**src/rtl/alu_pkg.sv**
```systemverilog
// Shared encodings for the EX-stage ALU / multiply-divide control.
// Operation codes, ALUOp classes, Funct7 groups, M-op and FSM enums.
package alu_pkg;

  localparam logic [3:0] ALU_AND     = 4'b0000;
  localparam logic [3:0] ALU_OR      = 4'b0001;
  localparam logic [3:0] ALU_ADD     = 4'b0010;
  localparam logic [3:0] ALU_XOR     = 4'b0011;
  localparam logic [3:0] ALU_SUB     = 4'b0110;
  localparam logic [3:0] ALU_SLL     = 4'b0111;
  localparam logic [3:0] ALU_SRL     = 4'b1000;
  localparam logic [3:0] ALU_SLT     = 4'b1001;
  localparam logic [3:0] ALU_SLTU    = 4'b1010;
  localparam logic [3:0] ALU_SRA     = 4'b1011;
  localparam logic [3:0] ALU_BGE     = 4'b1100;
  localparam logic [3:0] ALU_BGEU    = 4'b1101;
  localparam logic [3:0] ALU_BNE     = 4'b1110;
  localparam logic [3:0] ALU_ILLEGAL = 4'b1111;

  localparam logic [1:0] ALUOP_MEM = 2'b00;
  localparam logic [1:0] ALUOP_BR  = 2'b01;
  localparam logic [1:0] ALUOP_R   = 2'b10;
  localparam logic [1:0] ALUOP_I   = 2'b11;

  localparam logic [6:0] FUNCT7_BASE   = 7'b0000000;
  localparam logic [6:0] FUNCT7_ALT    = 7'b0100000;
  localparam logic [6:0] FUNCT7_MULDIV = 7'b0000001;

  typedef enum logic [2:0] {
    MD_MUL, MD_MULH, MD_MULHSU, MD_MULHU,
    MD_DIV, MD_DIVU, MD_REM, MD_REMU
  } md_op_e;

  typedef enum logic [1:0] {
    IDLE, BUSY, DONE
  } md_state_e;

  function automatic logic [3:0] base_op(input logic [2:0] f3);
    case (f3)
      3'b000:  return ALU_ADD;
      3'b001:  return ALU_SLL;
      3'b010:  return ALU_SLT;
      3'b011:  return ALU_SLTU;
      3'b100:  return ALU_XOR;
      3'b101:  return ALU_SRL;
      3'b110:  return ALU_OR;
      default: return ALU_AND;
    endcase
  endfunction

endpackage

```
**src/rtl/alu_md_controller_if.sv**
```systemverilog
// ID/EX-side bundle into the ALU controller and its results back.
// master drives the instruction fields, slave is the controller.
interface alu_md_if #(
  parameter int XLEN = 32
);
  logic            valid_i;
  logic            flush_i;
  logic [1:0]      ALUOp;
  logic [6:0]      Funct7;
  logic [2:0]      Funct3;
  logic [XLEN-1:0] rs1_i;
  logic [XLEN-1:0] rs2_i;
  logic [3:0]      Operation;
  logic            md_sel;
  logic            stall_o;
  logic            md_done;
  logic [XLEN-1:0] md_result;

  modport master (
    output valid_i, flush_i, ALUOp, Funct7, Funct3,
    output rs1_i, rs2_i,
    input  Operation, md_sel, stall_o, md_done, md_result
  );

  modport slave (
    input  valid_i, flush_i, ALUOp, Funct7, Funct3,
    input  rs1_i, rs2_i,
    output Operation, md_sel, stall_o, md_done, md_result
  );
endinterface

```
**src/rtl/alu_md_controller_md_iter_unit.sv**
```systemverilog
// Radix-2 iterative multiply / restoring divide on magnitudes.
// Outputs are the values after the current step (valid on the last one).
module md_iter_unit #(
  parameter int XLEN = 32
) (
  input  logic                     clk,
  input  logic                     reset,
  input  logic                     start,
  input  logic                     step,
  input  logic                     is_div,
  input  logic [$clog2(XLEN)-1:0]  count,
  input  logic [XLEN-1:0]          a,
  input  logic [XLEN-1:0]          b,
  output logic [2*XLEN-1:0]        product,
  output logic [XLEN-1:0]          quotient,
  output logic [XLEN-1:0]          remainder
);

  logic [2*XLEN-1:0] mcand_q;
  logic [2*XLEN-1:0] prod_q;
  logic [XLEN-1:0]   mplier_q;
  logic [XLEN-1:0]   dvsr_q;
  logic [XLEN-1:0]   quo_q;
  logic [XLEN-1:0]   rem_q;
  logic [XLEN:0]     trial;
  logic [XLEN:0]     diff;

  // One shift-add and one restoring-divide step from current state
  always_comb begin
    product   = prod_q + (mplier_q[count] ? mcand_q : '0);
    trial     = {rem_q, quo_q[XLEN-1]};
    diff      = trial - {1'b0, dvsr_q};
    quotient  = {quo_q[XLEN-2:0], ~diff[XLEN]};
    remainder = diff[XLEN] ? trial[XLEN-1:0] : diff[XLEN-1:0];
  end

  // Load operands on start, then advance the selected datapath
  always_ff @(posedge clk) begin
    if (reset) begin
      mcand_q  <= '0;
      prod_q   <= '0;
      mplier_q <= '0;
      dvsr_q   <= '0;
      quo_q    <= '0;
      rem_q    <= '0;
    end else if (start) begin
      mcand_q  <= {{XLEN{1'b0}}, a};
      prod_q   <= '0;
      mplier_q <= b;
      dvsr_q   <= b;
      quo_q    <= a;
      rem_q    <= '0;
    end else if (step) begin
      if (is_div) begin
        quo_q <= quotient;
        rem_q <= remainder;
      end else begin
        prod_q  <= product;
        mcand_q <= mcand_q << 1;
      end
    end
  end

endmodule

```
**src/rtl/alu_md_controller.sv**
```systemverilog
// EX-stage ALU operation decode plus RV32M sequencing FSM.
// Stalls the pipeline while the iterative mul/div unit works.
module alu_md_controller
  import alu_pkg::*;
#(
  parameter int XLEN  = 32,
  parameter bit MD_EN = 1'b1
) (
  input logic     clk,
  input logic     reset,
  alu_md_if.slave bus
);

  localparam int CW = $clog2(XLEN);
  localparam logic [CW-1:0] LAST = CW'(XLEN - 1);
  localparam logic [XLEN-1:0] MIN = {1'b1, {(XLEN-1){1'b0}}};

  md_state_e         state;
  md_op_e            op;
  md_op_e            op_q;
  logic [CW-1:0]     count;
  logic              done_q;
  logic [XLEN-1:0]   result_q;
  logic              res_neg;
  logic              rem_neg;
  logic [3:0]        oper;
  logic              sel;
  logic              start;
  logic              sgn_a;
  logic              sgn_b;
  logic              a_neg;
  logic              b_neg;
  logic              by_zero;
  logic              ovf;
  logic [XLEN-1:0]   a_mag;
  logic [XLEN-1:0]   b_mag;
  logic [XLEN-1:0]   special;
  logic [XLEN-1:0]   fixed;
  logic [2*XLEN-1:0] product;
  logic [2*XLEN-1:0] prod_s;
  logic [XLEN-1:0]   quotient;
  logic [XLEN-1:0]   remainder;
  logic [XLEN-1:0]   quo_s;
  logic [XLEN-1:0]   rem_s;

  // Base-ISA operation decode; anything unlisted is ILLEGAL
  always_comb begin
    oper = ALU_ILLEGAL;
    unique case (bus.ALUOp)
      ALUOP_MEM: oper = ALU_ADD;
      ALUOP_BR: begin
        case (bus.Funct3)
          3'b000:  oper = ALU_SUB;
          3'b001:  oper = ALU_BNE;
          3'b100:  oper = ALU_SLT;
          3'b101:  oper = ALU_BGE;
          3'b110:  oper = ALU_SLTU;
          3'b111:  oper = ALU_BGEU;
          default: oper = ALU_ILLEGAL;
        endcase
      end
      ALUOP_R: begin
        if (bus.Funct7 == FUNCT7_BASE) begin
          oper = base_op(bus.Funct3);
        end else if (bus.Funct7 == FUNCT7_ALT) begin
          if (bus.Funct3 == 3'b000) oper = ALU_SUB;
          else if (bus.Funct3 == 3'b101) oper = ALU_SRA;
        end
      end
      ALUOP_I: begin
        case (bus.Funct3)
          3'b001: begin
            if (bus.Funct7 == FUNCT7_BASE) oper = ALU_SLL;
          end
          3'b101: begin
            if (bus.Funct7 == FUNCT7_BASE) oper = ALU_SRL;
            else if (bus.Funct7 == FUNCT7_ALT) oper = ALU_SRA;
          end
          default: oper = base_op(bus.Funct3);
        endcase
      end
      default: oper = ALU_ILLEGAL;
    endcase
  end

  assign sel = MD_EN && (bus.ALUOp == ALUOP_R)
             && (bus.Funct7 == FUNCT7_MULDIV);
  assign op = md_op_e'(bus.Funct3);
  assign start = (state == IDLE) && bus.valid_i
               && sel && !bus.flush_i;

  // Which operands are treated as signed for this M-op
  always_comb begin
    sgn_a = 1'b0;
    sgn_b = 1'b0;
    case (op)
      MD_MULH, MD_DIV, MD_REM: begin
        sgn_a = 1'b1;
        sgn_b = 1'b1;
      end
      MD_MULHSU: sgn_a = 1'b1;
      default: ;
    endcase
  end

  assign a_neg = sgn_a & bus.rs1_i[XLEN-1];
  assign b_neg = sgn_b & bus.rs2_i[XLEN-1];
  assign a_mag = a_neg ? -bus.rs1_i : bus.rs1_i;
  assign b_mag = b_neg ? -bus.rs2_i : bus.rs2_i;
  assign by_zero = bus.Funct3[2] && (bus.rs2_i == '0);
  assign ovf = sgn_b && bus.Funct3[2]
             && (bus.rs1_i == MIN) && (bus.rs2_i == '1);
  assign special = bus.Funct3[1]
                 ? (by_zero ? bus.rs1_i : '0)
                 : (by_zero ? '1 : MIN);

  // Sign fix-up and result select on the final step's values
  always_comb begin
    prod_s = res_neg ? -product : product;
    quo_s  = res_neg ? -quotient : quotient;
    rem_s  = rem_neg ? -remainder : remainder;
    case (op_q)
      MD_MUL:                       fixed = prod_s[XLEN-1:0];
      MD_MULH, MD_MULHSU, MD_MULHU: fixed = prod_s[2*XLEN-1:XLEN];
      MD_DIV, MD_DIVU:              fixed = quo_s;
      default:                      fixed = rem_s;
    endcase
  end

  md_iter_unit #(
    .XLEN(XLEN)
  ) u_iter (
    .clk       (clk),
    .reset     (reset),
    .start     (start),
    .step      (state == BUSY),
    .is_div    (op_q[2]),
    .count     (count),
    .a         (a_mag),
    .b         (b_mag),
    .product   (product),
    .quotient  (quotient),
    .remainder (remainder)
  );

  // IDLE -> BUSY (XLEN steps) or straight to DONE; DONE lasts one cycle
  always_ff @(posedge clk) begin
    if (reset) begin
      state    <= IDLE;
      count    <= '0;
      done_q   <= 1'b0;
      result_q <= '0;
      op_q     <= MD_MUL;
      res_neg  <= 1'b0;
      rem_neg  <= 1'b0;
    end else begin
      done_q <= 1'b0;
      case (state)
        IDLE: begin
          if (start) begin
            op_q    <= op;
            res_neg <= a_neg ^ b_neg;
            rem_neg <= a_neg;
            count   <= '0;
            if (by_zero || ovf) begin
              result_q <= special;
              done_q   <= 1'b1;
              state    <= DONE;
            end else begin
              state <= BUSY;
            end
          end
        end
        BUSY: begin
          if (bus.flush_i) begin
            state <= IDLE;
          end else begin
            count <= count + 1'b1;
            if (count == LAST) begin
              result_q <= fixed;
              done_q   <= 1'b1;
              state    <= DONE;
            end
          end
        end
        default: state <= IDLE;
      endcase
    end
  end

  assign bus.Operation = oper;
  assign bus.md_sel    = sel;
  assign bus.stall_o   = start || (state == BUSY);
  assign bus.md_done   = done_q;
  assign bus.md_result = result_q;

endmodule

```
**src/flat_wrapper.sv**
```systemverilog
// flat-port wrapper written by rule: the top's interface ports become plain ports
module alu_md_controller_flat import alu_pkg::*;
#(
  parameter int XLEN  = 32,
  parameter bit MD_EN = 1'b1
)
  (clk, reset, bus_valid_i, bus_flush_i, bus_ALUOp, bus_Funct7, bus_Funct3, bus_rs1_i, bus_rs2_i, bus_Operation, bus_md_sel, bus_stall_o, bus_md_done, bus_md_result);
  alu_md_if #(.XLEN(XLEN)) bus_i ();
  input logic clk;
  input logic reset;
  input wire logic [$bits(bus_i.valid_i)-1:0] bus_valid_i;
  input wire logic [$bits(bus_i.flush_i)-1:0] bus_flush_i;
  input wire logic [$bits(bus_i.ALUOp)-1:0] bus_ALUOp;
  input wire logic [$bits(bus_i.Funct7)-1:0] bus_Funct7;
  input wire logic [$bits(bus_i.Funct3)-1:0] bus_Funct3;
  input wire logic [$bits(bus_i.rs1_i)-1:0] bus_rs1_i;
  input wire logic [$bits(bus_i.rs2_i)-1:0] bus_rs2_i;
  output wire logic [$bits(bus_i.Operation)-1:0] bus_Operation;
  output wire logic [$bits(bus_i.md_sel)-1:0] bus_md_sel;
  output wire logic [$bits(bus_i.stall_o)-1:0] bus_stall_o;
  output wire logic [$bits(bus_i.md_done)-1:0] bus_md_done;
  output wire logic [$bits(bus_i.md_result)-1:0] bus_md_result;
  assign bus_i.valid_i = bus_valid_i;
  assign bus_i.flush_i = bus_flush_i;
  assign bus_i.ALUOp = bus_ALUOp;
  assign bus_i.Funct7 = bus_Funct7;
  assign bus_i.Funct3 = bus_Funct3;
  assign bus_i.rs1_i = bus_rs1_i;
  assign bus_i.rs2_i = bus_rs2_i;
  assign bus_Operation = bus_i.Operation;
  assign bus_md_sel = bus_i.md_sel;
  assign bus_stall_o = bus_i.stall_o;
  assign bus_md_done = bus_i.md_done;
  assign bus_md_result = bus_i.md_result;
  alu_md_controller #(.XLEN(XLEN), .MD_EN(MD_EN)) u_core (.clk(clk), .reset(reset), .bus(bus_i));
endmodule
```
**config.mk**
```make
export PLATFORM = sky130hd
export DESIGN_NAME = alu_md_controller_flat
export DESIGN_NICKNAME = d
export VERILOG_FILES = /design/src/rtl/alu_pkg.sv /design/src/rtl/alu_md_controller_if.sv /design/src/rtl/alu_md_controller_md_iter_unit.sv /design/src/rtl/alu_md_controller.sv /design/src/flat_wrapper.sv
export SDC_FILE = /design/constraint.sdc
export NUM_CORES = 1
export LEC_CHECK = 0
export ABC_AREA = 1
export CAP_MARGIN = 40
export CORE_ASPECT_RATIO = 0.5
export CORE_UTILIZATION = 30
export CTS_BUF_LIST = sky130_fd_sc_hd__clkbuf_8
export DETAILED_ROUTE_END_ITERATION = 10
export SETUP_SLACK_MARGIN = 0.02
export SLEW_MARGIN = 20
export SYNTH_ARGS = -nofsm -noshare
export SYNTH_HDL_FRONTEND = slang
export SYNTH_HIERARCHICAL = 1
export SYNTH_SLANG_ARGS = --single-unit
```
**constraint.sdc**
```tcl
create_clock -name clk -period 3.94 [get_ports clk]
set_clock_uncertainty 0.05 [all_clocks]
set_input_delay 1.182 -clock clk [delete_from_list [all_inputs] [get_ports clk]]
set_output_delay 1.182 -clock clk [all_outputs]
set_load 0.05 [all_outputs]
```
==> results.py <==
metrics = {
    "status": {
        "status": "finished, violations left",
        "violations": "setup timing",
    },
    "synth": {
        "synth_edf_count": 0,
        "async_flop_share_pct": 0,
        "ys.flop_type": "dfxtp_1",
        "syn_avg_cell_area_sq_um": 5.60,
        "synth_top_area_share_pct": 20.5,
        "ys_warn_count": 6,
        "synth_area_leader_cell": "dfxtp_1",
        "synth_cell_types": 56,
        "synth-seq-cells": 269,
        "synth_top_cells_by_area": "dfxtp_1, nand2_1, inv_1",
        "synth_cells": 4687,
        "netlist_area_sq_mm": 0.0262,
        "yosysSeqAreaShare_pct": 20.5,
        "syn-num-nets": 4872,
    },
    "global_routing": {
        "first_global_vias": 31300,
        "grt_max_degree": 148,
        "grt-ovfl-total": 0,
        "grt_antenna_before_repair": 0,
        "grt_pass1_wl_microns": 184000,
        "grtUsageTotal_pct": 26.8,
    },
    "floorplanning": {
        "die_y_microns": 211,
        "io_pins": 119,
        "initial_core_util_pct": 30.4,
        "core_area_sq_mm": 0.0863,
        "num_rows": 76,
        "die-width_microns": 420,
        "die-area_sq_mm": 0.0887,
    },
    "timing": {
        "final-setup-viol-count": 33,
        "rsz0062_at_grt": "yes",
        "finalCriticalPeriod_ns": 4.87,
        "drv_slew": 0,
        "fin_crit_sh_pct": 124,
        "max_slew_margin_pct": 44.1,
        "layout_setup_ws_ns": -0.933,
        "clock.fmax_mhz": 205,
        "hold_violations": 0,
        "tightestPinTransition_ns": 0.838,
    },
    "setup_path": {
        "r2r_start": "u_core/count[0]",
        "critical_path.max_fanout": 8,
        "crit_path_end_kind": "flop",
        "required_ns": 4.54,
        "worstSetupEndpoint": "u_core/u_iter/prod_q[48]",
        "crit_path_frequent_cell": "buf_4",
        "crit_slowest_cell": "dfxtp_4",
        "worst-r2r-cell-count": 37,
        "crit_start": "u_core/count[0]",
        "critPathArrivalTime_ns": 5.47,
        "crit_type": "reg2reg",
        "r2r_slack_ns": -0.93,
        "cp_slowest_stage_delay_ns": 0.40,
        "r2r_end": "u_core/u_iter/prod_q[48]",
        "start_kind": "flop",
    },
    "drt": {
        "ant_nets": 0,
        "firstDrtPassIters": 8,
        "drc": 0,
        "finalWirelength_microns": 123000,
        "wl_per_cell_microns": 18.3,
        "routed_via_density": 5.01,
        "drt_iter0_drc": 3070,
        "num_vias": 33500,
    },
    "power_and_ir_drop": {
        "p_per_area_mw_per_mm2": 170,
        "clkPwrFrac_pct": 49.3,
        "p_seq_share_pct": 41.6,
        "swShare_pct": 27.0,
        "p_switching_uw": 1770,
        "p_int_uw": 4780,
        "ir_drop_uv": 220,
        "p_comb_share_pct": 9.2,
        "leakagePower_uw": 0.0193,
    },
    "layout": {
        "fin_util_pct": 44.5,
        "fill_cells": 9070,
        "layout_commonest_cell": "nand2_1",
        "layout-drive-gt1-share_pct": 28.3,
        "area_delta_synth_final_pct": 46.5,
        "nets": 5675,
        "mostFrequentLayoutCells": "nand2_1, buf_4, inv_1, nor2_1, nand3_1",
    },
    "placement": {
        "dp_slack_ns": -1.34,
        "gp_congestion": 1.05,
        "port-buffer-count": 118,
        "dpl.hpwl_microns": 96600,
    },
    "cts": {
        "cts.clk_slew.worst_paths_ns": 0.08,
        "root_buffer": "clkbuf_8",
        "cts_buffer_depth": 3,
        "cts_sinks": 269,
        "clock_latency_ns": 0.69,
        "cts_buffers": 47,
        "cts_max_level": 2,
        "cts_tree": "done",
    },
    "worst_hold_path": {
        "worstHoldPathType": "reg2reg",
        "hold_start": "u_core/u_iter/mcand_q[57]",
        "hold_depth": 2,
    },
    "run": {
        "maxCapViolCount": 0,
    },
}
-- Yosys cell counts (3+ instances only) --
master,number
o21ai_0,273
a21oi_2,16
a211oi_1,33
xor2_1,87
nand3b_1,18
clkbuf_1,89
ha_1,103
buf_1,18
buf_6,9
nor2_1,677
a31oi_1,44
nand2_1,1260
o21bai_1,27
inv_2,12
nand3_2,4
a21o_1,12
nor3_2,8
clkinv_1,4
or2_2,3
nor4_1,13
a21boi_0,6
nor2_2,17
o211ai_1,9
o21ai_2,6
o31ai_1,4
nand4_1,52
nand3_1,396
a21oi_1,297
buf_2,28
nor3_1,47
o22ai_1,5
nand2_2,27
dfxtp_1,269
nor2_4,8
nand2_4,6
o21ai_1,19
inv_1,691
buf_4,33
xnor2_1,32
-- power groups by stage --
stage / registers [uW] / logic (uW) / clock network (uW)
floorplan: 2780 / 295 / 0
global placement: 2780 / 575 / 0
detailed placement: 2780 / 577 / 0
CTS: 2720 / 587 / 3290
global route: 2720 / 648 / 3400
finish: 2720 / 600 / 3230
-- metal layers --
metal  up-vias  global-route usage [%]  part of all wire, %
met5         -                       0                    0
met4         0                    10.1                  4.2
met3       246                    3.45                  6.6
met2      1124                    43.0                   44
met1     15600                    36.4                   45
li1      16500                       -                    -
-- registers in the layout, summed over array words and instances (netlist names) --
| register | cells |
|---|---|
| u_core/res_neg | 1 |
| u_core/u_iter/prod_q | 64 |
| u_core/op_q | 3 |
| u_core/count | 5 |
| u_core/rem_neg | 1 |
| u_core/u_iter/quo_q | 32 |
| u_core/state | 2 |
| u_core/bus.md_done | 1 |
| u_core/u_iter/dvsr_q | 32 |
| u_core/u_iter/rem_q | 32 |
| u_core/u_iter/mcand_q | 64 |
| u_core/bus.md_result | 32 |
-- how the worst min path moves through the flow --
| stage | endpoint | slack [ns] |
|---|---|---|
| after floorplan | u_core/u_iter/mcand_q[33] | 0.39 |
| after global placement | u_core/u_iter/mcand_q[58] | 0.41 |
| after detailed placement | u_core/u_iter/mcand_q[53] | 0.41 |
| after CTS | u_core/bus.md_result[22] | 0.42 |
| after global routing | u_core/u_iter/mcand_q[58] | 0.45 |
| final | u_core/u_iter/mcand_q[58] | 0.42 |
-- kinds of logic after synthesis --
group	share of synthesized area [%]
AO/OA/AOI/OAI	16.0
buffers and inverters	13.6
XOR/XNOR	3.97
AND/OR/NAND/NOR	40.8
flip-flops	20.5
adder cells (fa/ha/maj)	5.06
-- cell type report --
| type | count | area [sq um] | share of cell area, % |
|---|---|---|---|
| multi-input combinational | 3531 | 20000 | 52.1 |
| timing repair buffer | 932 | 7770 | 20.2 |
| sequential | 269 | 5390 | 14.0 |
| inverter | 709 | 2680 | 6.97 |
| tap | 1170 | 1460 | 3.81 |
| clock buffer | 52 | 716 | 1.86 |
| clock inverter | 30 | 385 | 1.00 |
| antenna | 1 | 2.50 | 0.00651 |
-- through the flow --
| step | cells | hold slack (ns) | power, uW | TNS (ns) | cell area, sq um |
|---|---|---|---|---|---|
| 3_3_place_gp | 6517 | 0.407 | 3360 | -33.56 | 33600 |
| 6_report | 6694 | 0.419 | 6550 | -24.11 | 38400 |
| 3_5_place_dp | 6520 | 0.411 | 3360 | -33.44 | 33600 |
| 5_1_grt | 6693 | 0.447 | 6760 | -32.40 | 38400 |
| 2_1_floorplan | 4687 | 0.391 | 3080 | 0 | 26300 |
| 4_1_cts | 6656 | 0.423 | 6590 | -20.72 | 36500 |
-- worst max-delay path, delay by kind of cell (launching register included) --
| kind | cells | cell delay [ns] |
|---|---|---|
| AOI/OAI and AO/OA | 2 | 0.31 |
| adders and majority gates | 1 | 0.24 |
| buffers and inverters | 20 | 2.44 |
| DFF | 1 | 0.40 |
| and+or+nand+nor | 14 | 1.34 |
-- what timing repair did --
| item | CTS | global route |
|---|---|---|
| gates cloned | 3 | 4 |
| setup endpoints to repair | 38 | 51 |
| hold buffers | 0 | 0 |
| pin swaps | 104 | 142 |
| buffers inserted | 53 | 39 |
| resized for setup | 380 | 386 |
No activity file was read; power rests on OpenSTA's default activity.
